## src/rtl/multi_button_debouncer.sv

```systemverilog
// Multi-channel push-button debouncer with edge, long-press and auto-repeat pulses.
// One shared sample tick drives a per-channel shift-register filter with hysteresis.
module multi_button_debouncer #(
    parameter int NUM_BTN   = 4,
    parameter int CLK_HZ    = 100_000_000,
    parameter int SAMPLE_HZ = 1000,
    parameter int DEPTH     = 8,
    parameter int LONG_MS   = 1000,
    parameter int REPEAT_MS = 200
) (
    input  logic               clk,
    input  logic               reset,
    input  logic [NUM_BTN-1:0] i_btn,
    output logic [NUM_BTN-1:0] o_level,
    output logic [NUM_BTN-1:0] o_rise,
    output logic [NUM_BTN-1:0] o_fall,
    output logic [NUM_BTN-1:0] o_both,
    output logic [NUM_BTN-1:0] o_long,
    output logic [NUM_BTN-1:0] o_repeat
);
    localparam int DIV          = CLK_HZ / SAMPLE_HZ;
    localparam int LONG_TICKS   = LONG_MS * SAMPLE_HZ / 1000;
    localparam int REPEAT_TICKS = REPEAT_MS * SAMPLE_HZ / 1000;
    localparam int CNT_W        = $clog2(DIV);
    localparam int HOLD_W       = $clog2(LONG_TICKS + 1);
    localparam int REP_W        = (REPEAT_TICKS > 0) ? $clog2(REPEAT_TICKS + 1) : 1;

    logic [CNT_W-1:0]   div_q, div_d;
    logic               tick;
    logic [NUM_BTN-1:0] sync1_q, sync2_q;

    assign tick  = (div_q == CNT_W'(DIV - 1));
    assign div_d = tick ? '0 : div_q + CNT_W'(1);

    always_ff @(posedge clk or posedge reset) begin
        if (reset) begin
            div_q   <= '0;
            sync1_q <= '0;
            sync2_q <= '0;
        end else begin
            div_q   <= div_d;
            sync1_q <= i_btn;
            sync2_q <= sync1_q;
        end
    end

    genvar gi;
    generate
        for (gi = 0; gi < NUM_BTN; gi++) begin : g_ch
            logic [DEPTH-1:0]  sr_q, sr_d;
            logic              level_q, level_d;
            logic              level_prev_q;
            logic [HOLD_W-1:0] hold_q, hold_d;
            logic              long_q, long_d;
            logic              hold_full;

            assign hold_full = (hold_q == HOLD_W'(LONG_TICKS));

            always_comb begin
                sr_d    = sr_q;
                level_d = level_q;
                hold_d  = '0;
                long_d  = 1'b0;
                if (tick) begin
                    sr_d = {sync2_q[gi], sr_q[DEPTH-1:1]};
                end
                // Level only moves on a unanimous window; mixed windows hold it.
                if (&sr_q) begin
                    level_d = 1'b1;
                end else if (~|sr_q) begin
                    level_d = 1'b0;
                end
                if (level_q) begin
                    hold_d = hold_q;
                    if (tick && !hold_full) begin
                        hold_d = hold_q + HOLD_W'(1);
                        long_d = (hold_q == HOLD_W'(LONG_TICKS - 1));
                    end
                end
            end

            always_ff @(posedge clk or posedge reset) begin
                if (reset) begin
                    sr_q         <= '0;
                    level_q      <= 1'b0;
                    level_prev_q <= 1'b0;
                    hold_q       <= '0;
                    long_q       <= 1'b0;
                end else begin
                    sr_q         <= sr_d;
                    level_q      <= level_d;
                    level_prev_q <= level_q;
                    hold_q       <= hold_d;
                    long_q       <= long_d;
                end
            end

            assign o_level[gi] = level_q;
            assign o_rise[gi]  = level_q & ~level_prev_q;
            assign o_fall[gi]  = ~level_q & level_prev_q;
            assign o_both[gi]  = o_rise[gi] | o_fall[gi];
            // Gating with level suppresses a pulse landing on the release cycle.
            assign o_long[gi]  = long_q & level_q;

            if (REPEAT_TICKS > 0) begin : g_rep
                logic [REP_W-1:0] rep_q, rep_d;
                logic             rep_hit;

                assign rep_hit = (rep_q == REP_W'(REPEAT_TICKS));

                always_comb begin
                    rep_d = '0;
                    if (level_q && !rep_hit) begin
                        rep_d = rep_q;
                        if (tick && hold_full) begin
                            rep_d = rep_q + REP_W'(1);
                        end
                    end
                end

                always_ff @(posedge clk or posedge reset) begin
                    if (reset) begin
                        rep_q <= '0;
                    end else begin
                        rep_q <= rep_d;
                    end
                end

                assign o_repeat[gi] = level_q & rep_hit;
            end else begin : g_norep
                assign o_repeat[gi] = 1'b0;
            end
        end
    endgenerate
endmodule

```

## config.mk

```make
export PLATFORM = sky130hd
export DESIGN_NAME = multi_button_debouncer
export DESIGN_NICKNAME = d
export VERILOG_FILES = /design/src/rtl/multi_button_debouncer.sv
export SDC_FILE = /design/constraint.sdc
export NUM_CORES = 1
export LEC_CHECK = 0
export CORE_UTILIZATION = 25
export DETAILED_ROUTE_END_ITERATION = 8
export PLACE_DENSITY = 0.46
export SYNTH_ARGS = -nofsm -noshare
export SYNTH_HDL_FRONTEND = slang
export SYNTH_SLANG_ARGS = --single-unit
```

## constraint.sdc

```tcl
create_clock -name clk -period 7.05 [get_ports clk]
set_input_delay 1.41 -clock clk [delete_from_list [all_inputs] [get_ports clk]]
set_output_delay 1.41 -clock clk [all_outputs]
set_load 0.05 [all_outputs]
```

==> results.toml, run 1 <==
[yosys]
synth_flop_cell = "dfrtp_1"
ys_ff_latch = 141
syn_area_mm2 = 0.00678
synthMuxAreaShare_pct = 0
syn_area_per_cell_um2 = 9.49
synth_seq_area_share_pct = 52.1
synth-edff-count = 0
synthAdderAreaFrac_pct = 4.62
synth_warnings = 0
synth_compound_gate_area_share_pct = 3.54
yosys.area_share.simple_pct = 27.4
synthCells = 714
synth_xor_xnor_area_share_pct = 8.53
yosysUniqueCellTypes = 36
synth_nets = 745
synth_top_family_by_area = "simple AND/OR/NAND/NOR gates"
async_flop_share_pct = 100

[routing]
drc = 0
antenna_left = 0
dr.first_iter.drc_count = 304
viasPerCell = 4.46
wl_per_cell_um = 12.0
drt-pass1-iter-count = 5
routed_wl_mm = 13.1
dr_total_vias = 4860

[cts]
hold_buffers = 0
cts.clk_slew.worst_paths_ps = 60
cts-root-buf = "clkbuf_16"
cts_buffer_depth = 2
cts_tree = "built"
ctsResizeCount = 0
cts_setup_buffers = 0
clk_latency_ps = 430
cts_buffers = 17
htreeDepth = 4
clock_sinks = 141

[sta]
rsz0062_at_grt = "no"
period_needed_ps = 3860
fin_worst_skew_ps = 18.1
max_freq_mhz = 259
hold_viol = 0
slew_headroom_pct = 33.3
tns_ps = 0
setup_violations = 0
timing.final.crit_share_pct = 54.7
worstMarginPinSlew_ps = 992
slew_viol_final = 0

[setup_path]
arrival_ps = 2450
crit_type = "reg -> out"
crit_start = "g_ch[1].g_rep.rep_q[0]"
reg2reg_from = "div_q[6]"
endpoint_kind = "output pin"
cp_max_fo = 4
startpoint_type = "register"
cp.required_ps = 5640

[finish]
drive_above_1_share_pct = 6.89
syn_to_final_growth_pct = 18.1
layout_commonest_cell = "dfrtp_1"
fin_util_pct = 30.4
layout_common_cells = "dfrtp_1 (141), nand2_1 (137), nor2_1 (73)"
antennaDiodeCount = 0
fin_nets = 773

[grt]
grt.total_usage_pct = 10.3
grt_pass1_vias = 4874
globalRoute.totalOverflow = 0
grt_max_degree = 79
antenna_found_initial = 0
grt_first_pass_wirelength_mm = 23.5

[die]
start_util_pct = 25.7
die_w_um = 167
die_area_mm2 = 0.0278
die_h_um = 167
rows = 59
coreArea_mm2 = 0.0264
ios = 30

[placed_design]
place.gp.congestion = 0.752
port_buffers = 29
dpl.hpwl_mm = 8.20

[pwr]
power_leakage_nw = 3.36
pwr-share-comb_pct = 1.1
power_switching_uw = 373
power_frac_seq_pct = 47.1
peakVddDrop_mv = 0.150
power_density_mw_per_mm2 = 216
swShare_pct = 21.6
clkPwrFrac_pct = 51.9
p_int_mw = 1.35

[worst_hold_path]
hp-class = "reg -> reg"
min-delay-start = "sync1_q[0]"

[run]
maxCapViolCount = 0

[outcome]
status = "finished clean"
==> stage by stage <==
step                      power, mW  instance area [um^2]  setup WS (ps)  hold WS [ps]  cells
after global routing           1.79                  8010           3030           356   1090
after global placement        0.849                  7410           3610           335   1058
after floorplan               0.839                  6780           1860           331    714
final                          1.73                  8010           3190           348   1090
after CTS                      1.76                  8010           3160           350   1090
after detailed placement      0.848                  7410           3640           336   1058
==> synthesized netlist by cell type (3+ instances only) <==
cell	n	share of area (%)
buf_4	5	0.55
inv_1	33	1.8
ha_1	25	4.6
nor4_1	13	1.2
and3_1	12	1.1
nor4_2	3	0.55
o21ai_0	22	1.6
buf_2	7	0.52
or4_1	7	0.78
xor2_1	40	5.2
nand3_1	44	3.2
dfrtp_1	141	52
clkbuf_1	15	0.83
nor2_1	73	4.0
nand4b_1	4	0.52
nand2b_1	4	0.37
and2_1	9	0.83
nor3_1	10	0.74
or3_1	11	1.0
a21oi_1	19	1.4
nor3_2	3	0.44
nand3b_1	3	0.33
xnor2_1	26	3.4
nand2_1	137	7.6
nand4_1	32	3.0
==> worst max-delay path, stage by stage, from the launching register on <==
cell             delay (ps)
dfrtp_1                 400
inv_1                   100
ha_1                    150
nand4b_1                100
nor4b_1                 310
and2_1                  180
clkdlybuf4s50_1         800
==> path summary, 6_finish.rpt <==
path                                         to  slack [ps]  depth (start not counted)
min in group asynchronous  g_ch[0].level_prev_q        1490                          2
max in group asynchronous             div_q[13]        4240                          3
hold reg to reg                      sync2_q[0]         350                          0
hold / removal                       sync2_q[0]         350                          0
setup / recovery                    o_repeat[1]        3190                          6
setup reg to reg              g_ch[1].hold_q[9]        4250                          6
==> sequential cells by signal (all words and copies together) (netlist names) <==
register           cells
g_ch.hold_q           40
g_ch.g_rep.rep_q      32
g_ch.sr_q             32
div_q                 17
g_ch.level_prev_q      4
g_ch.level_q           4
g_ch.long_q            4
sync1_q                4
sync2_q                4
==> layer usage <==
metal  GRT usage (%)  up-vias  routed length [um]
met1            13.8     2344                6920
met3            2.80       11                 334
li1                -     2458                   -
met4            3.42        0                 140
met2            16.0       47                5720
met5               0        -                   0
==> logic make-up (layout without fill, tap and decap cells) <==
group                      count (synthesis)  in the layout
DFF                                      141            141
and+or+nand+nor                          375            375
xor gates and xnor gates                  66             66
buffers and inverters                     61            102
adders and majority gates                 25             25
AOI/OAI and AO/OA                         46             46
==> cell type report <==
type / count / area (um^2)
Timing Repair Buffer: 37 / 350
Clock inverter: 13 / 141
Sequential cell: 141 / 3530
Multi-Input combinational cell: 512 / 2990
Tap cell: 335 / 419
Inverter: 33 / 129
Fill cell: 2743 / 18300
Clock buffer: 19 / 453
==> power groups by stage <==
stage          logic [mW]  registers [mW]  clock network [mW]
4_1_cts            0.0210           0.812               0.927
3_5_place_dp       0.0210           0.827                   0
2_1_floorplan      0.0117           0.827                   0
3_3_place_gp       0.0213           0.827                   0
5_1_grt            0.0231           0.812               0.960
6_report           0.0189           0.812               0.895
No activity file was read; power rests on OpenSTA's default activity.
==> run 2, diff against run 1 <==
PLACE_DENSITY = 0.47   (was 0.46)
clock period = 3.3 ns   (was 7.05 ns; I/O delays follow)
==> run 2 against run 1 <==
Against the previous run:
- cell area is 0.94% higher
- wire length shrank 0.50%
- sequential cell count stayed put
- sequential power is 110% higher
- via count rose by 0.39%
- worst setup slack worse by 3000 ps
- sequential share of layout area decreased by 0.41 points
- core utilization grew 0.28 points
- die area unchanged
- power increased by 110%
- critical path type unchanged
- largest power group unchanged
==> results.toml, run 2 (same netlist as run 1, synthesis figures left out) <==
[setup_path]
cp_max_fo = 4
arrival_ps = 2460
crit_type = "reg -> out"
startpoint_type = "register"
cp.required_ps = 2640
endpoint_kind = "output pin"

[sta]
slew_headroom_pct = 38.3
slew_viol_final = 0
max_freq_mhz = 321
fin_ws_ps = 182
timing.final.crit_share_pct = 94.5
rsz0062_at_grt = "no"
hold_ws_ps = 348
fin_worst_skew_ps = 6.30
period_needed_ps = 3120
hold_viol = 0
setup_violations = 0
tns_ps = 0
worstMarginPinSlew_ps = 917

[finish]
largest_registers = "g_ch.hold_q: 40 flops, g_ch.g_rep.rep_q: 32 flops, g_ch.sr_q: 32 flops"
multiInputGateArea_mm2 = 0.00299
syn_to_final_growth_pct = 19.3
largest_reg_flops = 40
regMostFlops = "g_ch.hold_q"
drive_above_1_share_pct = 6.99
seqCellArea_mm2 = 0.00353
fin_util_pct = 30.7
antennaDiodeCount = 0
final.fill_count = 2695
layout_commonest_cell = "dfrtp_1"
fin_nets = 778
fin_area_mm2 = 0.00808
layout_common_cells = "dfrtp_1 (141), nand2_1 (137), nor2_1 (73)"

[pwr]
clkPwrFrac_pct = 52.0
p_int_mw = 2.97
power_density_mw_per_mm2 = 459
power_frac_seq_pct = 46.8
swShare_pct = 20.0
peakVddDrop_mv = 0.359
power_leakage_nw = 3.40
pwr-share-comb_pct = 1.2
power_switching_uw = 742

[cts]
cts_buffers = 17
hold_buffers = 0
cts-root-buf = "clkbuf_16"
cts_tree = "built"
clock_sinks = 141
clk_latency_ps = 420
cts_buffer_depth = 2
ctsResizeCount = 0
cts_setup_buffers = 0
htreeDepth = 4
cts.clk_slew.worst_paths_ps = 60

[routing]
dr.first_iter.drc_count = 367
routed_wl_mm = 13.0
drc = 0
drt-pass1-iter-count = 4
wl_per_cell_um = 11.9
antenna_left = 0
viasPerCell = 4.46
dr_total_vias = 4879

[grt]
grt_max_degree = 103
globalRoute.totalOverflow = 0
antenna_found_initial = 0
grt_pass1_vias = 4922
grt_first_pass_wirelength_mm = 23.8
grt.total_usage_pct = 10.4

[die]
die_area_mm2 = 0.0278
die_h_um = 167
die_w_um = 167
rows = 59
coreArea_mm2 = 0.0264
start_util_pct = 25.7
ios = 30

[worst_hold_path]
hp-class = "reg -> reg"

[outcome]
status = "finished clean"

[placed_design]
dpl_cell_area_mm2 = 0.00749
place.gp.congestion = 0.696
dpl.hpwl_mm = 8.15
port_buffers = 29
place_ws_ps = 533

[run]
maxCapViolCount = 0
-- run 2: per-stage QoR --
stage	total power [mW]	std cells
floorplan	1.79	714
global placement	1.82	1063
detailed placement	1.82	1063
CTS	3.79	1093
global route	3.87	1093
finish	3.71	1093
-- run 2: power by group through the flow --
stage / logic, mW / clock network [mW] / registers, mW
after floorplan: 0.0254 / 0 / 1.77
after detailed placement: 0.0485 / 0 / 1.77
after global placement: 0.0487 / 0 / 1.77
after CTS: 0.0487 / 2.01 / 1.74
after global routing: 0.0536 / 2.08 / 1.73
final: 0.0441 / 1.93 / 1.74
-- run 2: layout make-up --
cell class	count	area share, %
flip-flops and latches	141	43.7
multi-input cells	512	37.0
clock buffers	25	6.38
repair buffers	42	5.26
well taps	335	5.19
inverters	33	1.58
clock inverters	5	0.991
-- run 2: layer usage --
| metal | wire length (um) | track usage (%) | vias to the layer above |
|---|---|---|---|
| met5 | 0 | 0 | - |
| met4 | 153 | 3.50 | 0 |
| met3 | 318 | 2.85 | 17 |
| met2 | 5670 | 15.9 | 40 |
| met1 | 6900 | 14.2 | 2358 |
| li1 | - | - | 2464 |
-- run 2: path summary, 6_finish.rpt --
kind	depth (start not counted)	from	to	slack, ps
setup reg to reg	5	div_q[6]	g_ch[3].hold_q[9]	560
max in group asynchronous	3	reset	g_ch[0].hold_q[9]	2080
setup / recovery	6	g_ch[1].g_rep.rep_q[0]	o_repeat[1]	180
hold / removal	0	sync1_q[0]	sync2_q[0]	350
hold reg to reg	0	sync1_q[0]	sync2_q[0]	350
min in group asynchronous	3	reset	sync1_q[1]	740
-- run 2: worst max-delay path, cell delays in order, from the launching register on --
cell,delay (ps)
dfrtp_1,400
inv_1,100
ha_1,150
nand4b_1,90
nor4b_1,320
and2_1,180
clkdlybuf4s50_1,800
